### config.mk
export PLATFORM = sky130hd
export DESIGN_NAME = morse_keyer_flat
export DESIGN_NICKNAME = d
export VERILOG_FILES = /design/src/rtl/morse_keyer_if.sv /design/src/rtl/morse_keyer.sv /design/src/flat_wrapper.sv
export SDC_FILE = /design/constraint.sdc
export NUM_CORES = 1
export LEC_CHECK = 0
export BUFFER_PORTS_ARGS = -buffer_cell sky130_fd_sc_hd__buf_2
export CORE_MARGIN = 8
export CORE_UTILIZATION = 47
export DETAILED_ROUTE_END_ITERATION = 12
export HOLD_SLACK_MARGIN = 0.05
export PLACE_DENSITY_LB_ADDON = 0.15
export RECOVER_POWER = 100
export REMOVE_ABC_BUFFERS = 1
export SLEW_MARGIN = 20
export SYNTH_ARGS = -nofsm -noshare
export SYNTH_HDL_FRONTEND = slang
export SYNTH_SLANG_ARGS = --single-unit
### constraint.sdc
create_clock -name mid_clk -period 1.88 [get_ports mid_clk]
set_clock_uncertainty 0.2 [all_clocks]
set_input_delay 0.376 -clock mid_clk [delete_from_list [all_inputs] [get_ports mid_clk]]
set_output_delay 0.376 -clock mid_clk [all_outputs]
set_load 0.03 [all_outputs]
### src/rtl/morse_keyer_if.sv
// Character handshake between a character source and the Morse keyer.
interface morse_keyer_if;
  localparam int unsigned CHAR_W = 6;

  logic [CHAR_W-1:0] char_in;
  logic              char_valid;
  logic              char_ready;

  modport master (output char_in, output char_valid, input char_ready);
  modport slave  (input char_in, input char_valid, output char_ready);
endinterface

### src/rtl/morse_keyer.sv
// Morse transmitter: accepts a character index, keys its dot/dash pattern on key_out
// with 1-unit element gaps, 3-unit letter gaps and 4 extra units for a word space.
module morse_keyer #(
  parameter int unsigned UNIT_TICKS = 4
) (
  input  logic          mid_clk,
  input  logic          rst,
  morse_keyer_if.slave  bus,
  output logic          key_out,
  output logic          elem_dot,
  output logic          elem_dash,
  output logic          char_done,
  output logic          err
);
  localparam int unsigned CHAR_W = 6;
  localparam int unsigned LEN_W  = 3;
  localparam int unsigned PAT_W  = 5;
  localparam int unsigned TICK_W = $clog2(4 * UNIT_TICKS);

  localparam logic [TICK_W-1:0] T_UNIT  = TICK_W'(UNIT_TICKS - 1);
  localparam logic [TICK_W-1:0] T_THREE = TICK_W'(3 * UNIT_TICKS - 1);
  localparam logic [TICK_W-1:0] T_FOUR  = TICK_W'(4 * UNIT_TICKS - 1);
  localparam logic [CHAR_W-1:0] LAST_SYM   = CHAR_W'(35);
  localparam logic [CHAR_W-1:0] WORD_SPACE = CHAR_W'(36);

  typedef enum logic [2:0] {IDLE, MARK, GAP, LETTER_GAP, WORD_GAP} state_t;

  state_t              state, state_nxt;
  logic [TICK_W-1:0]   tick, tick_nxt;
  logic [PAT_W-1:0]    pat, pat_nxt;
  logic [LEN_W-1:0]    elems, elems_nxt;
  logic                dash, dash_nxt;
  logic                done_nxt, err_nxt;
  logic                ready;
  logic                accept;
  logic                mark_entry;
  logic [LEN_W-1:0]    rom_len;
  logic [PAT_W-1:0]    rom_pat;

  assign bus.char_ready = ready;
  assign accept         = bus.char_valid && ready;
  assign mark_entry     = (state_nxt == MARK) && (state != MARK);

  // Pattern ROM: length and left-aligned element bits, first element in the MSB, 1 = dash.
  always_comb begin
    {rom_len, rom_pat} = '0;
    case (bus.char_in)
      6'd0:  {rom_len, rom_pat} = {3'd2, 5'b01000}; // A
      6'd1:  {rom_len, rom_pat} = {3'd4, 5'b10000}; // B
      6'd2:  {rom_len, rom_pat} = {3'd4, 5'b10100}; // C
      6'd3:  {rom_len, rom_pat} = {3'd3, 5'b10000}; // D
      6'd4:  {rom_len, rom_pat} = {3'd1, 5'b00000}; // E
      6'd5:  {rom_len, rom_pat} = {3'd4, 5'b00100}; // F
      6'd6:  {rom_len, rom_pat} = {3'd3, 5'b11000}; // G
      6'd7:  {rom_len, rom_pat} = {3'd4, 5'b00000}; // H
      6'd8:  {rom_len, rom_pat} = {3'd2, 5'b00000}; // I
      6'd9:  {rom_len, rom_pat} = {3'd4, 5'b01110}; // J
      6'd10: {rom_len, rom_pat} = {3'd3, 5'b10100}; // K
      6'd11: {rom_len, rom_pat} = {3'd4, 5'b01000}; // L
      6'd12: {rom_len, rom_pat} = {3'd2, 5'b11000}; // M
      6'd13: {rom_len, rom_pat} = {3'd2, 5'b10000}; // N
      6'd14: {rom_len, rom_pat} = {3'd3, 5'b11100}; // O
      6'd15: {rom_len, rom_pat} = {3'd4, 5'b01100}; // P
      6'd16: {rom_len, rom_pat} = {3'd4, 5'b11010}; // Q
      6'd17: {rom_len, rom_pat} = {3'd3, 5'b01000}; // R
      6'd18: {rom_len, rom_pat} = {3'd3, 5'b00000}; // S
      6'd19: {rom_len, rom_pat} = {3'd1, 5'b10000}; // T
      6'd20: {rom_len, rom_pat} = {3'd3, 5'b00100}; // U
      6'd21: {rom_len, rom_pat} = {3'd4, 5'b00010}; // V
      6'd22: {rom_len, rom_pat} = {3'd3, 5'b01100}; // W
      6'd23: {rom_len, rom_pat} = {3'd4, 5'b10010}; // X
      6'd24: {rom_len, rom_pat} = {3'd4, 5'b10110}; // Y
      6'd25: {rom_len, rom_pat} = {3'd4, 5'b11000}; // Z
      6'd26: {rom_len, rom_pat} = {3'd5, 5'b01111}; // 1
      6'd27: {rom_len, rom_pat} = {3'd5, 5'b00111}; // 2
      6'd28: {rom_len, rom_pat} = {3'd5, 5'b00011}; // 3
      6'd29: {rom_len, rom_pat} = {3'd5, 5'b00001}; // 4
      6'd30: {rom_len, rom_pat} = {3'd5, 5'b00000}; // 5
      6'd31: {rom_len, rom_pat} = {3'd5, 5'b10000}; // 6
      6'd32: {rom_len, rom_pat} = {3'd5, 5'b11000}; // 7
      6'd33: {rom_len, rom_pat} = {3'd5, 5'b11100}; // 8
      6'd34: {rom_len, rom_pat} = {3'd5, 5'b11110}; // 9
      6'd35: {rom_len, rom_pat} = {3'd5, 5'b11111}; // 0
      default: {rom_len, rom_pat} = '0;
    endcase
  end

  // Next-state logic; the tick counter restarts from zero on every state change.
  always_comb begin
    state_nxt = state;
    tick_nxt  = tick + TICK_W'(1);
    pat_nxt   = pat;
    elems_nxt = elems;
    dash_nxt  = dash;
    done_nxt  = 1'b0;
    err_nxt   = 1'b0;
    case (state)
      IDLE: begin
        tick_nxt = '0;
        if (accept) begin
          if (bus.char_in <= LAST_SYM) begin
            state_nxt = MARK;
            dash_nxt  = rom_pat[PAT_W-1];
            pat_nxt   = rom_pat << 1;
            elems_nxt = rom_len;
          end else if (bus.char_in == WORD_SPACE) begin
            state_nxt = WORD_GAP;
          end else begin
            err_nxt = 1'b1;
          end
        end
      end
      MARK: begin
        if (tick == (dash ? T_THREE : T_UNIT)) begin
          tick_nxt = '0;
          if (elems > LEN_W'(1)) begin
            state_nxt = GAP;
            elems_nxt = elems - LEN_W'(1);
          end else begin
            state_nxt = LETTER_GAP;
          end
        end
      end
      GAP: begin
        if (tick == T_UNIT) begin
          tick_nxt  = '0;
          state_nxt = MARK;
          dash_nxt  = pat[PAT_W-1];
          pat_nxt   = pat << 1;
        end
      end
      LETTER_GAP: begin
        if (tick == T_THREE) begin
          tick_nxt  = '0;
          state_nxt = IDLE;
          done_nxt  = 1'b1;
        end
      end
      WORD_GAP: begin
        if (tick == T_FOUR) begin
          tick_nxt  = '0;
          state_nxt = IDLE;
          done_nxt  = 1'b1;
        end
      end
      default: state_nxt = IDLE;
    endcase
  end

  // State register; outputs are registered from the next state so they line up with it.
  always_ff @(posedge mid_clk) begin
    if (rst) begin
      state     <= IDLE;
      tick      <= '0;
      pat       <= '0;
      elems     <= '0;
      dash      <= 1'b0;
      key_out   <= 1'b0;
      elem_dot  <= 1'b0;
      elem_dash <= 1'b0;
      char_done <= 1'b0;
      err       <= 1'b0;
      ready     <= 1'b0;
    end else begin
      state     <= state_nxt;
      tick      <= tick_nxt;
      pat       <= pat_nxt;
      elems     <= elems_nxt;
      dash      <= dash_nxt;
      key_out   <= (state_nxt == MARK);
      elem_dot  <= mark_entry && !dash_nxt;
      elem_dash <= mark_entry && dash_nxt;
      char_done <= done_nxt;
      err       <= err_nxt;
      ready     <= (state_nxt == IDLE);
    end
  end
endmodule

### src/flat_wrapper.sv
// flat-port wrapper written by rule: the top's interface ports become plain ports
module morse_keyer_flat 
#(
  parameter int unsigned UNIT_TICKS = 4
)
  (mid_clk, rst, key_out, elem_dot, elem_dash, char_done, err, bus_char_in, bus_char_valid, bus_char_ready);
  morse_keyer_if bus_i ();
  input  logic mid_clk;
  input  logic rst;
  output logic key_out;
  output logic elem_dot;
  output logic elem_dash;
  output logic char_done;
  output logic err;
  input wire logic [$bits(bus_i.char_in)-1:0] bus_char_in;
  input wire logic [$bits(bus_i.char_valid)-1:0] bus_char_valid;
  output wire logic [$bits(bus_i.char_ready)-1:0] bus_char_ready;
  assign bus_i.char_in = bus_char_in;
  assign bus_i.char_valid = bus_char_valid;
  assign bus_char_ready = bus_i.char_ready;
  morse_keyer #(.UNIT_TICKS(UNIT_TICKS)) u_core (.mid_clk(mid_clk), .rst(rst), .bus(bus_i), .key_out(key_out), .elem_dot(elem_dot), .elem_dash(elem_dash), .char_done(char_done), .err(err));
endmodule
==> results of run 1 <==
-- path summary, 6_finish.rpt --
path | slack [ns] | depth (start not counted) | endpoint
worst max-delay path | -0.005 | 6 | u_core.pat[1]$_SDFFE_PP0P_
worst min-delay path | 0.27 | 2 | u_core.state[0]$_SDFF_PP0_
worst max register to register | -0.005 | 6 | u_core.pat[1]$_SDFFE_PP0P_
worst min register to register | 0.27 | 2 | u_core.pat[4]$_SDFFE_PP0P_
-- logic make-up after synthesis --
group,count (synthesis),synth area share [%]
AO/OA/AOI/OAI,58,27.2
multiplexers,3,2.74
adder cells (fa/ha/maj),10,7.82
flip-flops,21,26.3
XOR/XNOR,2,1.10
AND/OR/NAND/NOR,81,28.2
buffers and inverters,26,6.57
-- area by class of cell --
class | instances | area, um2 | area share (%)
Multi-Input combinational cell | 154 | 1170 | 52.1
Timing Repair Buffer | 70 | 507 | 22.5
Sequential cell | 21 | 433 | 19.2
Tap cell | 46 | 57.6 | 2.56
Inverter | 14 | 55.1 | 2.44
Clock buffer | 4 | 26.3 | 1.17
-- cells in the mapped netlist, types with 3 or more instances --
cell type,n,area [um2]
nand3_1,5,25.0
clkbuf_1,4,15.0
a31oi_1,3,18.8
buf_2,6,30.0
nor2_1,18,67.6
nand2b_1,4,25.0
o31ai_1,3,22.5
a221oi_1,3,26.3
o21ai_0,7,35.0
nand3b_1,3,22.5
a21oi_1,10,50.1
ha_1,10,125
or3_1,3,18.8
nor3_1,8,40.0
o311ai_0,3,26.3
o211ai_1,4,30.0
inv_1,13,48.8
nor2b_1,5,31.3
o211a_1,3,30.0
dfxtp_1,21,420
nand2_1,16,60.1
-- metal layers --
metal / global-route usage [%] / vias up / wire [um]
li1: - / 878 / -
met1: 23.3 / 856 / 2190
met2: 31.3 / 62 / 2360
met3: 3.37 / 8 / 291
met4: 5.00 / 0 / 69
met5: 0 / - / 0
-- registers in the layout, indices dropped and copies added, names as in the netlist --
name and count:
u_core.key_out 1, u_core.state 3, u_core.elem_dash 1, u_core.char_done 1
u_core.elems 3, u_core.pat 4, u_core.tick 4, u_core.elem_dot 1
u_core.dash 1, u_core.err 1, u_core.bus.char_ready 1
-- through the flow --
stage / cells / util (%) / hold slack, ns / instance area, um2 / TNS [ns]
detailed placement: 301 / 62.7 / 0.247 / 2080 / -2.26
floorplan: 189 / - / 0.217 / 1550 / -0.381
finish: 309 / 68.0 / 0.271 / 2250 / -0.00535
global route: 309 / 68.0 / 0.293 / 2250 / -0.338
CTS: 307 / 65.7 / 0.268 / 2170 / 0
global placement: 301 / 62.7 / 0.251 / 2080 / -1.86
-- power groups by stage --
stage / registers, mW / logic [mW] / clock network, mW
floorplan: 0.493 / 0.122 / 0
global placement: 0.482 / 0.273 / 0
detailed placement: 0.483 / 0.280 / 0
CTS: 0.471 / 0.291 / 0.236
global route: 0.475 / 0.326 / 0.253
finish: 0.473 / 0.303 / 0.230
-- worst max-delay path, delay by kind of cell (launching register included) --
family | cells | cell delay, ns
flip-flops | 1 | 0.39
buffers and inverters | 2 | 0.43
AO/OA/AOI/OAI | 1 | 0.19
AND/OR/NAND/NOR | 3 | 0.58
-- timing repair --
item | in CTS | in global routing
endpoints found under the setup margin | 5 | 13
cloned | 0 | 0
resized for setup | 11 | 26
pin swaps | 4 | 5
hold buffers | 0 | 0
buffers inserted | 2 | 2
hold endpoints to repair | 0 | 0
==> implementation parameters, run 1 <==
Parameter                              Value

Route
  Vias post-DR ... 1804
  DRC viols ... 0
  Number of DRC markers in iteration 0 ... 143
  Routed Wire Length ... 4910 um
  Routed length per instance ... 15.9 um
  First drt pass iteration count ... 6
  Via-to-Cell Ratio ... 5.84
  Antenna-violating nets left ... 0

Worst setup path
  Crit path kind ... reg -> reg
  Startpoint of the worst register-to-register path ... u_core.state[1]$_SDFF_PP0_
  Worst-path cell chain ... nor3_1, buf_4, nand4_1, buf_4, a31oi_1, nor2_1
  Type of origin of the critical path ... register
  Arrival @ worst endpoint ... 1.89 ns
  Largest fanout on the critical path ... 5
  Slowest cell on crit path ... dfxtp_4
  Cell type with the highest occurrence count on the critical path ... buf_4
  Slowest stage delay, CP ... 0.39 ns
  Required time of the critical path ... 1.89 ns
  Critical Path Source ... u_core.state[1]$_SDFF_PP0_
  Capturing element type of the critical path ... register

Timing
  Number of endpoints failing setup at the final stage ... 1
  Slew Limit Headroom ... 70.4%
  Slew Viols, Final ... 0
  Max Fclk ... 530 MHz
  Final Hold Fails ... 0
  Share of the cycle needed by the critical path after routing ... 100%
  Setup ws final ... -0.00535 ns
  Time the worst path needs with I/O delays and setup ... 1.89 ns
  Worst Tran Pin Value ... 0.444 ns
  Unrepaired setup endpoints after global routing ... true

Pwr
  VDD IR max ... 0.000438 V
  Fraction of power consumed by combinational cells ... 30.1%
  Internal Pwr Total ... 685 uW
  NetSw ... 321 uW
  Post-route total power ... 1.01 mW
  Share of total power in the clock network ... 22.9%
  Switching Share ... 31.9%
  Sequential cell fraction of total power ... 47.0%
  Leak pwr ... 0.963 nW
  Power density cells ... 447 nW/um2

Global route
  Overall overflow remaining after global route ... 0
  Maximum number of pins on one net before global-route repair ... 22
  Number of global-route vias before repair ... 1687
  Initial antenna violation count ... 0
  Global-route usage over all layers ... 18.5%
  Global-route wire length before repair ... 7990 um

Placement
  Detail Placement HPWL ... 3630 um
  Minimum setup slack after placement ... -0.333 ns
  Port bufs ... 14
  Last weighted congestion value of the routability-driven placer ... 0.987

Clocking
  Largest buffer count on any clock path ... 2
  Clock sink total ... 21
  Clock buffer count from CTS ... 3
  Clock-pin transition on the worst setup and hold timing paths ... 0.13 ns
  CTS root buffer ... clkbuf_4
  H-Tree Level Count ... 1
  TritonCTS clock tree ... built
  Clock insertion delay at the later pin of the skew report ... 0.31 ns

Synth
  Ys Warns ... 0
  Prevailing post-synth register cell ... dfxtp_1
  Mean Syn Cell Area ... 7.96 um2
  Post-synthesis cell type count ... 61
  Sequential share of the synthesized area ... 26.3%
  Post-synthesis cell area ... 1600 um2
  Post-synth EDFFs ... 0
  FF+latch count, synth ... 21
  Share of synthesized flip-flops with an asynchronous set or reset ... 0%
  Mapped Cells ... 201

Floorplanning
  Starting density of the core ... 48.3%
  Total die area ... 5520 um2
  Top Ports ... 15
  Die width ... 74.3 um
  Vertical die dimension ... 74.3 um
  Std-Cell Rows ... 21
  Floorplan core area ... 3310 um2

Min path
  Hold Crit Class ... in -> reg
  Hold_sp ... rst

Layout
  Most common cell after layout, fill and taps aside ... buf_4
  Share of layout cells above drive strength 1 ... 41.8%
  Nets@finish ... 283
  Commonest non-fill, non-tap cells in the layout ... buf_4, nor2_1, nand2_1, buf_2, dfxtp_1
  Diodes inserted ... 0
  Count of filler cells inserted in the layout ... 300
  Area grow syn2layout ... 40.8%

Outcome
  Outcome ... finished with violations
  Failing checks ... setup timing

Run
  Count of maximum capacitance violations ... 0
No activity file was read; power rests on OpenSTA's default activity.
==> run 2, diff against run 1 <==
==> constraint.sdc (replaced) <==
create_clock -name mid_clk -period 1.6 [get_ports mid_clk]
set_clock_uncertainty 0.2 [all_clocks]
set_input_delay 0.32 -clock mid_clk [delete_from_list [all_inputs] [get_ports mid_clk]]
set_output_delay 0.32 -clock mid_clk [all_outputs]
set_load 0.03 [all_outputs]
==> run 2 against run 1 <==
Effect of this change:
- the run still ends with setup timing left
- final area is 25% higher
- cell count is 6.8% higher
- global-route usage is 3.9 points higher
- sequential power is 18% higher
- critical path depth stayed put
- total power is 30% higher
- register-to-register slack worse by 0.31 ns
- worst setup slack worse by 0.31 ns
- worst hold slack worse by 0.023 ns
- fmax is 1.7% lower
- sequential share of layout area is 3.6 points lower
- clock power is 12% higher
==> implementation parameters, run 2 (same netlist as run 1, synthesis figures left out) <==
Parameter                              Value

Outcome
  Outcome ... finished with violations
  Failing checks ... setup timing

Layout
  Commonest non-fill, non-tap cells in the layout ... buf_4, buf_6, nor2_1
  Combined area of the multi-input logic cells ... 1480 um2 (+26%)
  FF+latch area ... 439 um2 (+1.4%)
  Non-filler cells in the finished layout ... 330 (+6.8%)
  Share of layout cells above drive strength 1 ... 56.3% (+15 points)
  Count of filler cells inserted in the layout ... 170 (-43%)
  Post-Route Utilization ... 85.0% (+17 points)
  Nets@finish ... 304 (+7.4%)
  Top Registers ... u_core.pat x4, u_core.tick x4
  Total non-filler cell area in the finished layout ... 2810 um2 (+25%)
  Area grow syn2layout ... 75.9%
  Most common cell after layout, fill and taps aside ... buf_4
  Diodes inserted ... 0 (unchanged)

Floorplanning
  Std-Cell Rows ... 21 (unchanged)
  Starting density of the core ... 48.3% (unchanged)
  Vertical die dimension ... 74.3 um (unchanged)
  Floorplan core area ... 3310 um2 (unchanged)
  Die width ... 74.3 um (unchanged)
  Total die area ... 5520 um2 (unchanged)
  Top Ports ... 15 (unchanged)

Clocking
  Clock insertion delay at the later pin of the skew report ... 0.31 ns (about the same)
  TritonCTS clock tree ... built
  CTS root buffer ... clkbuf_4
  Hold buffer count at cts ... 0 (unchanged)
  Largest buffer count on any clock path ... 2 (unchanged)
  Clock buffer count from CTS ... 3 (unchanged)
  Clock-pin transition on the worst setup and hold timing paths ... 0.12 ns (about the same)
  H-Tree Level Count ... 1 (unchanged)
  Clock sink total ... 21 (unchanged)

Timing
  Worst Tran Pin Value ... 0.533 ns (+0.0893 ns)
  Unrepaired setup endpoints after global routing ... true
  Share of the cycle needed by the critical path after routing ... 120% (+20 points)
  Sum Neg Setup Slack ... -3.69 ns (-3.68 ns)
  Final Hold Fails ... 0 (unchanged)
  Slew Limit Headroom ... 64.4% (-6.0 points)
  Number of endpoints failing setup at the final stage ... 20 (+19)
  Worst hold-check slack ... 0.248 ns (-0.0227 ns)
  Slew Viols, Final ... 0 (unchanged)
  Time the worst path needs with I/O delays and setup ... 1.92 ns (+0.0322 ns)
  Setup ws final ... -0.318 ns (-0.312 ns)
  Max Fclk ... 521 MHz (-1.7%)

Route
  Routed length per instance ... 21.3 um (+34%)
  DRC viols ... 0 (unchanged)
  Number of DRC markers in iteration 0 ... 293 (+100%)
  Routed Wire Length ... 7040 um (+43%)
  Via-to-Cell Ratio ... 6.50 (+11%)
  Antenna-violating nets left ... 0 (unchanged)
  Vias post-DR ... 2145 (+19%)
  First drt pass iteration count ... 7 (+1)

Global route
  Global-route wire length before repair ... 9520 um (+19%)
  Maximum number of pins on one net before global-route repair ... 18 (-18%)
  Number of global-route vias before repair ... 1977 (+17%)
  Overall overflow remaining after global route ... 0 (unchanged)
  Initial antenna violation count ... 0 (unchanged)
  Global-route usage over all layers ... 22.3% (+3.9 points)

Worst setup path
  Critical Path Source ... u_core.tick[1]$_SDFF_PP0_
  Worst R2R Setup Slack ... -0.32 ns (-0.31 ns)
  Startpoint of the worst register-to-register path ... u_core.tick[1]$_SDFF_PP0_
  Capturing element type of the critical path ... register
  Largest fanout on the critical path ... 5 (unchanged)
  Type of origin of the critical path ... register
  Critical register-to-register path endpoint ... u_core.bus.char_ready$_SDFF_PP0_
  Required time of the critical path ... 1.60 ns (-0.29 ns)
  R2R cell count ... 6 (unchanged)
  Arrival @ worst endpoint ... 1.92 ns (+0.03 ns)
  Crit path kind ... reg -> reg
  Endpoint of the most critical setup path ... u_core.bus.char_ready$_SDFF_PP0_

Pwr
  Post-route total power ... 1.30 mW (+30%)
  Power density cells ... 464 nW/um2 (+3.9%)
  Leak pwr ... 1.14 nW (+18%)
  VDD IR max ... 0.000581 V (+33%)

Run
  Count of maximum capacitance violations ... 0 (unchanged)

Min path
  Hold path depth ... 2 (unchanged)
  Hold Crit Class ... in -> reg

Placement
  DP Cell Count ... 307 (+2.0%)
  Post-Place Cell Area ... 2120 um2 (+2.2%)
  Last weighted congestion value of the routability-driven placer ... 0.970 (-1.7%)
  Detail Placement HPWL ... 3770 um (+3.8%)
  Minimum setup slack after placement ... -0.560 ns (-0.227 ns)
  Port bufs ... 14 (unchanged)
-- run 2: changes by cell type in the layout (fill, tap and decap cells not counted), sizes merged --
cell and change:
buf +16, clkbuf +5
-- run 2: layout make-up --
type                    count  share of cell area (%)
clock buffers               4                   0.934
inverters                  14                    2.14
multi-input cells         154                    52.6
flip-flops and latches     21                    15.6
well taps                  46                    2.05
repair buffers             91                    26.6
-- run 2: critical path: stages, from the launching register on --
cell and delay (ns):
dfxtp_2 0.35, ha_4 0.17, nand2b_4 0.09, o21ai_1 0.06, a222oi_1 0.48, nor2_2 0.13, nor4b_4 0.33
-- run 2: power breakdown --
part	internal [mW]	switching [mW]
Sequential	0.538	0.0199
Combinational	0.233	0.256
Clock	0.0972	0.160
-- run 2: worst min path at each step --
| stage | startpoint | to |
|---|---|---|
| after floorplan | rst | u_core.elems[2]$_SDFFE_PP0P_ |
| after global placement | u_core.pat[4]$_SDFFE_PP0P_ | u_core.pat[4]$_SDFFE_PP0P_ |
| after detailed placement | u_core.pat[4]$_SDFFE_PP0P_ | u_core.pat[4]$_SDFFE_PP0P_ |
| after CTS | rst | u_core.pat[1]$_SDFFE_PP0P_ |
| after global routing | rst | u_core.elems[2]$_SDFFE_PP0P_ |
| final | rst | u_core.pat[1]$_SDFFE_PP0P_ |
-- run 2: what timing repair did --
| item | in CTS | in global routing |
|---|---|---|
| setup buffers | 17 | 6 |
| setup endpoints to repair | 20 | 21 |
| resized for setup | 80 | 43 |
| endpoints found under the hold margin | 0 | 0 |
| pin swaps | 30 | 20 |
-- run 2: routing by layer --
metal / wire length, um / vias to the layer above / track usage (%)
met5: 0 / - / 0
met4: 326 / 0 / 9.78
met3: 746 / 42 / 4.72
met2: 3400 / 163 / 38.5
met1: 2570 / 1014 / 25.9
li1: - / 926 / -
